**src/rtl/rom_download_bridge.sv**
```systemverilog
// Bridges the ioctl download port onto the core's dn_* ROM-load bus.
// Bytes are buffered in a small FIFO, replayed as spaced strobes, and the core is held in reset during the load.
module rom_download_bridge #(
  parameter int unsigned ADDR_W     = 16,
  parameter int unsigned ROM_INDEX  = 0,
  parameter int unsigned FIFO_DEPTH = 4,
  parameter int unsigned WR_GAP     = 2,
  parameter int unsigned HOLD_CYC   = 16
) (
  input  logic              clk_12mhz,
  input  logic              reset_n,
  input  logic              ioctl_download,
  input  logic [7:0]        ioctl_index,
  input  logic              ioctl_write,
  input  logic [24:0]       ioctl_addr,
  input  logic [7:0]        ioctl_dout,
  output logic              ioctl_wait,
  output logic [ADDR_W-1:0] dn_addr,
  output logic [7:0]        dn_data,
  output logic              dn_wr,
  output logic              core_reset,
  output logic              dl_done,
  output logic [24:0]       byte_count,
  output logic [7:0]        checksum,
  output logic              err_overflow,
  output logic              err_range
);
  localparam int unsigned PTR_W = $clog2(FIFO_DEPTH);
  localparam int unsigned CNT_W = PTR_W + 1;
  localparam int unsigned ENT_W = ADDR_W + 8;

  typedef enum logic [1:0] {S_IDLE, S_WRITE, S_GAP} state_t;
  state_t state, state_d;

  logic [ENT_W-1:0] fifo_mem [FIFO_DEPTH];
  logic [ENT_W-1:0] head;
  logic [PTR_W-1:0] wr_ptr, rd_ptr;
  logic [CNT_W-1:0] fifo_count;
  logic [3:0]       gap_cnt;
  logic [15:0]      hold_cnt;
  logic active, active_q, start, range_ok, full, empty, wr_hit, push, pop, finishing;

  assign active    = ioctl_download && (ioctl_index == 8'(ROM_INDEX));
  assign start     = active && !active_q;
  assign range_ok  = (ioctl_addr >> ADDR_W) == 25'd0;
  assign full      = (fifo_count == CNT_W'(FIFO_DEPTH));
  assign empty     = (fifo_count == '0);
  assign wr_hit    = ioctl_write && active;
  assign push      = wr_hit && range_ok && !full;
  assign pop       = (state == S_WRITE);
  assign head      = fifo_mem[rd_ptr];
  assign finishing = core_reset && !active && empty && (state == S_IDLE);

  // Leaving IDLE on the push itself gives the two-cycle write-to-strobe latency.
  always_comb begin
    state_d = state;
    unique case (state)
      S_IDLE:  if (push || !empty) state_d = S_WRITE;
      S_WRITE: state_d = (WR_GAP == 0) ? S_IDLE : S_GAP;
      S_GAP:   if (gap_cnt == 4'(WR_GAP - 1)) state_d = (empty && !push) ? S_IDLE : S_WRITE;
      default: state_d = S_IDLE;
    endcase
  end

  always_ff @(posedge clk_12mhz or negedge reset_n) begin
    if (!reset_n) begin
      state   <= S_IDLE;
      gap_cnt <= '0;
    end else begin
      state   <= state_d;
      gap_cnt <= (state == S_GAP) ? gap_cnt + 4'd1 : '0;
    end
  end

  always_ff @(posedge clk_12mhz) begin
    if (push) fifo_mem[wr_ptr] <= {ioctl_addr[ADDR_W-1:0], ioctl_dout};
  end

  always_ff @(posedge clk_12mhz or negedge reset_n) begin
    if (!reset_n) begin
      active_q     <= 1'b0;
      wr_ptr       <= '0;
      rd_ptr       <= '0;
      fifo_count   <= '0;
      ioctl_wait   <= 1'b0;
      dn_addr      <= '0;
      dn_data      <= '0;
      dn_wr        <= 1'b0;
      core_reset   <= 1'b0;
      dl_done      <= 1'b0;
      hold_cnt     <= '0;
      byte_count   <= '0;
      checksum     <= '0;
      err_overflow <= 1'b0;
      err_range    <= 1'b0;
    end else begin
      active_q <= active;
      dl_done  <= 1'b0;
      dn_wr    <= pop;
      if (push) wr_ptr <= wr_ptr + 1'b1;
      if (pop) begin
        rd_ptr  <= rd_ptr + 1'b1;
        dn_addr <= head[ENT_W-1:8];
        dn_data <= head[7:0];
      end
      unique case ({push, pop})
        2'b10:   fifo_count <= fifo_count + 1'b1;
        2'b01:   fifo_count <= fifo_count - 1'b1;
        default: fifo_count <= fifo_count;
      endcase
      ioctl_wait <= (fifo_count >= CNT_W'(FIFO_DEPTH - 1)) ||
                    ((fifo_count == CNT_W'(FIFO_DEPTH - 2)) && push);

      if (finishing) begin
        if (hold_cnt == 16'(HOLD_CYC - 1)) begin
          core_reset <= 1'b0;
          dl_done    <= 1'b1;
          hold_cnt   <= '0;
        end else begin
          hold_cnt <= hold_cnt + 16'd1;
        end
      end else begin
        hold_cnt <= '0;
      end

      // A restart keeps FIFO contents but restarts statistics and the hold window.
      if (start) begin
        byte_count   <= '0;
        checksum     <= '0;
        err_overflow <= 1'b0;
        err_range    <= 1'b0;
        core_reset   <= 1'b1;
      end else if (pop) begin
        byte_count <= byte_count + 25'd1;
        checksum   <= checksum + head[7:0];
      end
      if (wr_hit && !range_ok) err_range <= 1'b1;
      if (wr_hit && range_ok && full) err_overflow <= 1'b1;
    end
  end
endmodule

```
**config.mk**
```make
export PLATFORM = sky130hd
export DESIGN_NAME = rom_download_bridge
export DESIGN_NICKNAME = d
export VERILOG_FILES = /design/src/rtl/rom_download_bridge.sv
export SDC_FILE = /design/constraint.sdc
export NUM_CORES = 1
export LEC_CHECK = 0
export ABC_CLOCK_PERIOD_IN_PS = 3300
export CAP_MARGIN = 0
export CORE_ASPECT_RATIO = 0.6
export CORE_UTILIZATION = 55
export DETAILED_ROUTE_END_ITERATION = 6
export PLACE_DENSITY = 0.83
export SYNTH_ARGS = -nofsm -noshare
export SYNTH_HDL_FRONTEND = slang
export SYNTH_SLANG_ARGS = --single-unit
```
**constraint.sdc**
```tcl
create_clock -name clk_12mhz -period 3.3 [get_ports clk_12mhz]
set_clock_uncertainty 0.1 [all_clocks]
set_input_delay 0.825 -clock clk_12mhz [delete_from_list [all_inputs] [get_ports clk_12mhz]]
set_output_delay 0.825 -clock clk_12mhz [all_outputs]
set_load 0.02 [all_outputs]
```
Word level (Yosys, flattened, before mapping)
Memory sizes are Yosys's and may differ from the RTL's.
Cells that the tools add are included.
{ "word_totals": {"n_memories": 1, "inputBits": 45, "regBits": 93, "elab_cells": 91, "latch_bits": 0, "ram_bits": 96, "mem_bits_ro": 0, "output_inout_bits": 63} }
{ "op_classes": {"eq_ne": 10, "n_div": 0, "mul": 0, "n_lt_le_gt_ge": 1, "bitwise": 0, "addsub": 8, "n_reduce_logical": 32, "n_mux": 22, "n_shift": 0} }
{ "memory_table": {"columns": ["name", "depth", "width", "read_ports", "rd_clocked_by_memory_dff", "wr", "line_no", "rtl"], "rows": [
  ["fifo_mem", 4, 24, 1, 0, 1, "35", "logic [ENT_W-1:0] fifo_mem [FIFO_DEPTH];"]
]} }
{ "ops": {"columns": ["op", "n"], "rows": [
  ["two-way mux 25 bit", 2],
  ["two-way mux 16 bit", 2],
  ["adder 25 x 1 -> 25 bit, second input constant", 1],
  ["zero test 25 bit", 1],
  ["adder 16 x 1 -> 16 bit, second input constant", 1],
  ["equality test 16 x 4 -> 1 bit, second input constant", 1],
  ["two-way mux 8 bit", 2],
  ["logical AND 1 bit", 12],
  ["nonzero test 2 bit", 6],
  ["two-way mux 1 bit", 11],
  ["adder 8 bit", 1],
  ["zero test 8 bit", 1],
  ["zero test 1 bit", 6],
  ["case mux 2 bit (3 select lines)", 1],
  ["case mux 3 bit (2 select lines)", 1],
  ["adder 2 x 1 -> 2 bit, second input constant", 2],
  ["adder 4 x 1 -> 4 bit, second input constant", 1],
  ["equality test 2 x 1 -> 1 bit, second input constant", 2],
  ["equality test 2 bit, second input constant", 2],
  ["equality test 4 x 1 -> 1 bit, second input constant", 1],
  ["two-way mux 2 bit", 2],
  ["two-way mux 4 bit", 1],
  ["AND reduction 2 bit", 2],
  ["adder 3 x 1 -> 3 bit, second input constant", 1],
  ["9 further kinds", 10]
]} }

Logic depth before layout (Yosys ltp)
{ "depth": {"word_depth": 10, "mapped_depth": 11, "ltp_nobuf": 11} }

Worst setup path before layout
OpenSTA, ideal clock, no wires.
{ "synth_timing": {"path_kind": "input to register", "startpoint": "input ioctl_index[1]", "endpoint": "memory fifo_mem[0][0] in the netlist's numbering, enable pin", "t_required_ns": 2.817, "setup_ns": 0.383, "arrival_ns": 2.543, "n_path_buf": 0, "cell_stages": 5, "path_slack_ns": 0.275, "path_cell_list": "nor3_1 > nand4_1 > nor3_1 > a21boi_1 > and2_1"} }
{ "synth_between": {"elab_chain_len": 7} }
{ "synth_rtl": {"columns": ["element", "line_no", "rtl"], "rows": [
  ["start, declared", "13", "input logic [7:0] ioctl_index,"],
  ["zero test 8 bit", "43", "assign active = ioctl_download && (ioctl_index == 8'(ROM_INDEX));"],
  ["logical AND 1 bit", "43", null],
  ["logical AND 1 bit", "48", "assign wr_hit = ioctl_write && active;"],
  ["logical AND 1 bit (2 in series)", "49", "assign push = wr_hit && range_ok && !full;"],
  ["two-way mux 1 bit", "76", "if (push) fifo_mem[wr_ptr] <= {ioctl_addr[ADDR_W-1:0], ioctl_dout};"],
  ["two-way mux 1 bit (not written as such)", "76", null],
  ["end, declared", "35", null]
]} }
No other way between the ends.

Final worst setup path
{ "layout_timing": {"startpoint": "input ioctl_addr[18]", "endpoint": "register fifo_count[2]"} }
{ "layout_between": {"elab_chain_len": 5, "word_cells_on_any_way": 7, "cone_classes": "eq/ne (2); mux (1); reduce/logical (4)"} }
{ "layout_rtl": {"columns": ["element", "line_no", "rtl"], "rows": [
  ["start, declared", "15", "input logic [24:0] ioctl_addr,"],
  ["zero test 25 bit *", "45", "assign range_ok = (ioctl_addr >> ADDR_W) == 25'd0;"],
  ["logical AND 1 bit * (2 in series)", "49", null],
  ["equality test 2 x 1 -> 1 bit / equality test 2 bit (equally long branches)", "106", "unique case ({push, pop})"],
  ["case mux 3 bit (2 select lines) / nonzero test 2 bit (equally long branches)", null, null],
  ["end signal, assigned", "107", "2'b10: fifo_count <= fifo_count + 1'b1;"],
  ["end signal, assigned", "108", "2'b01: fifo_count <= fifo_count - 1'b1;"],
  ["end signal, assigned", "109", "default: fifo_count <= fifo_count;"],
  ["end, declared", "38", "logic [CNT_W-1:0] fifo_count;"]
]} }
Mark *: on every way between the ends. The rest lies on a longest branch, timed or not.
A chain may end at the register's enable or synchronous reset.

==> results by group <==
Worst setup path
  – Crit path cell chain: clkdlybuf4s50_1 > nor4_1 > nand3_1 > nor3_1 > buf_4 > a21boi_1 > inv_1 > ha_1 > inv_1 > fa_1 > xor2_1 > nor2_1 > xor2_1
  – WP data required: 3.51 ns
  – WP buf/inv: 4
  – Critical path type: in2reg
  – CP delay by family, top: buffers and inverters
  – Crit start category: input pin
  – Critical path peak fanout: 4
  – Reg-to-reg slack, setup: 0.28 ns
  – CP endpoint kind: register
  – Slowest-stage cell, CP: clkdlybuf4s50_1
  – Max stage delay on crit path: 0.44 ns
  – Arrival @ worst endpoint: 3.24 ns

Yosys
  – Synth Instances: 598
  – Synth top cells by count: edfxtp_1 (96), nand2_1 (95), dfrtp_1 (93)
  – Yosys warnings: 0
  – Mapped cell area: 7910 sq um
  – Seq/Total Area, Yosys: 65.9%
  – Post-synth cell types: 43
  – Synth Register Bits: 189
  – Most numerous cell in the Yosys netlist: edfxtp_1
  – Number of synthesized flops with an enable pin: 96
  – Synthesized area per cell: 13.2 sq um
  – Ys flop type: edfxtp_1
  – Synth top area share: 36.5%
  – Synth area leader: edfxtp_1
  – Syn_nets: 661
  – Asr flop ratio synth: 49.2%
  – Synth area leaders: edfxtp_1 (36%), dfrtp_1 (29%), mux4_2 (6.8%)

Route
  – DRC viols: 0
  – Vias per cell: 5.54
  – ANT nets after route: 0
  – Drt initial violations: 318
  – Pre-antenna DRT Iters: 5
  – Via count: 5129
  – Drt wl/cell: 18.6 microns
  – Final wirelength: 17300 microns

CTS
  – TritonCTS clock tree: built
  – Htree depth: 4
  – CTS sink cnt: 189
  – Hold_buf cts: 0
  – Root Buffer: clkbuf_16
  – CTS buffer count: 17
  – Post-cts resize count: 0
  – Clk slew on worst S/H paths: 0.08 ns
  – Clk_lat worst skew: 0.43 ns
  – CTS max path bufs: 2
  – Setup bufs post-CTS: 0

Final layout
  – Nets: 784
  – Layout Cells excl Fill: 926
  – Sequential cell area: 5210 sq um
  – Fill cell count: 896
  – Multi-input combinational cell area: 2530 sq um
  – # diodes: 0
  – Share of layout cells above drive strength 1: 11.7%
  – Syn-to-layout area delta: 26.2%

Die
  – Initial Utilization: 57.2%
  – Die area: 14900 sq um
  – Core Box Area: 13800 sq um
  – IO Pins: 108
  – Die Y: 94.9 microns
  – Row count: 33
  – Die width: 157 microns

GRT
  – Met3 GRT Util: 5.51%
  – GRT Resource Usage Total: 25.3%
  – Gr busiest metal: met2
  – Initial antenna violation count: 0
  – Largest net degree at the start of global routing: 53
  – Congestion Overflow GR: 0
  – Met1 Usage GRT: 34.6%
  – Vias in the first global route: 5312
  – Met2 GRT Util: 40.8%
  – First-pass GRT wire length: 27700 microns

Place
  – Worst slack at placement: -0.0977 ns
  – HPWL Detailed: 11400 microns
  – Placed cells: 894
  – Final Wtd Congestion: 0.815
  – Port bufs: 107

STA
  – Relative slew slack: 60.4%
  – Max-slew violations: 0
  – Endpoints failing hold: 0
  – RSZ-0062 raised after global routing: false
  – Final setup TNS: 0 ns
  – Final WS setup: 0.269 ns
  – Hold WS: 0.270 ns
  – Period utilisation layout: 91.9%
  – FMAX: 330 MHz
  – Worst-Margin Slew: 0.594 ns
  – Final setup fails: 0
  – Fin crit period: 3.03 ns

Power
  – Clock power frac: 27.7%
  – Net Sw Frac: 34.3%
  – Max VDD drop: 0.428 mV
  – Leak: 3.89 nW
  – Flop pwr share: 39.4%
  – Combinational Power Share: 32.8%
  – Net Switching: 0.00269 W
  – Power per cell area: 785 nW/um^2
  – Power Total: 0.00783 W
  – Int Power: 0.00514 W

Flow run
  – MaxCap Viol Count: 0

Worst hold path
  – HP Class: in2async

Run status
  – Status: completed
-- logic make-up after synthesis --
kind of cell	after synthesis	synth area share, %
XOR/XNOR	39	4.32
multiplexers	25	6.98
adder cells (fa/ha/maj)	18	3.04
buffers and inverters	43	2.17
AO/OA/AOI/OAI	48	3.47
flip-flops	189	65.9
AND/OR/NAND/NOR	236	14.1
-- cell usage in the layout, fill, tap and decap left out, drive strengths merged, types with 11 or more instances in the layout --
master	n
clkdlybuf4s50	106
mux4	24
nand4	11
inv	28
xor2	15
nor3	11
ha	16
dfrtp	93
nand3	15
nor2	58
edfxtp	96
a21oi	21
xnor2	24
buf	19
nand2	95
o21ai	16
clkbuf	17
-- layer usage --
metal	wire length, microns	part of all wire, %
met5	0	0
met4	221	1.3
met3	927	5.4
met2	8370	48
met1	7750	45
-- flip-flops by register name, indices dropped and copies added, names as in the netlist, 2 cells and up --
name and flops:
fifo_mem 96, dn_data 8, byte_count 25, gap_cnt 4, checksum 8, wr_ptr 2, fifo_count 3, rd_ptr 2
dn_addr 16, state 2, hold_cnt 16
-- layout make-up --
class                      instances  area share (%)
sequential                       189            52.2
multi-input combinational        366            25.4
timing repair buffer             125            12.7
clock buffer                      17            4.26
tap                              192            2.41
clock inverter                    15            2.19
inverter                          22           0.828
-- worst paths after layout --
check                                 startpoint                   endpoint  depth (start not counted)
setup / recovery                  ioctl_addr[18]  fifo_count[2]$_DFFE_PN0P_                         13
hold / removal                           reset_n     hold_cnt[13]$_DFF_PN0_                          1
setup reg to reg           rd_ptr[0]$_DFFE_PN0P_    checksum[7]$_DFFE_PN0P_                          7
hold reg to reg            hold_cnt[0]$_DFF_PN0_      hold_cnt[0]$_DFF_PN0_                          1
max in group asynchronous                reset_n      rd_ptr[0]$_DFFE_PN0P_                          2
min in group clk_12mhz     hold_cnt[0]$_DFF_PN0_      hold_cnt[0]$_DFF_PN0_                          1
-- power by group through the flow --
| stage | Sequential, W | Clock, W | Combinational (W) |
|---|---|---|---|
| after floorplan | 0.00333 | 0 | 0.00133 |
| after global placement | 0.00310 | 0 | 0.00243 |
| after detailed placement | 0.00313 | 0 | 0.00253 |
| after CTS | 0.00308 | 0.00220 | 0.00258 |
| after global routing | 0.00313 | 0.00229 | 0.00280 |
| final | 0.00309 | 0.00217 | 0.00257 |
-- metrics by stage --
stage / area [sq um] / utilization (%)
after floorplan: 7910 / -
after global placement: 9330 / 67.5
after detailed placement: 9330 / 67.5
after CTS: 9980 / 72.1
after global routing: 9980 / 72.1
final: 9980 / 72.1
(Power assumes the default switching activity.)
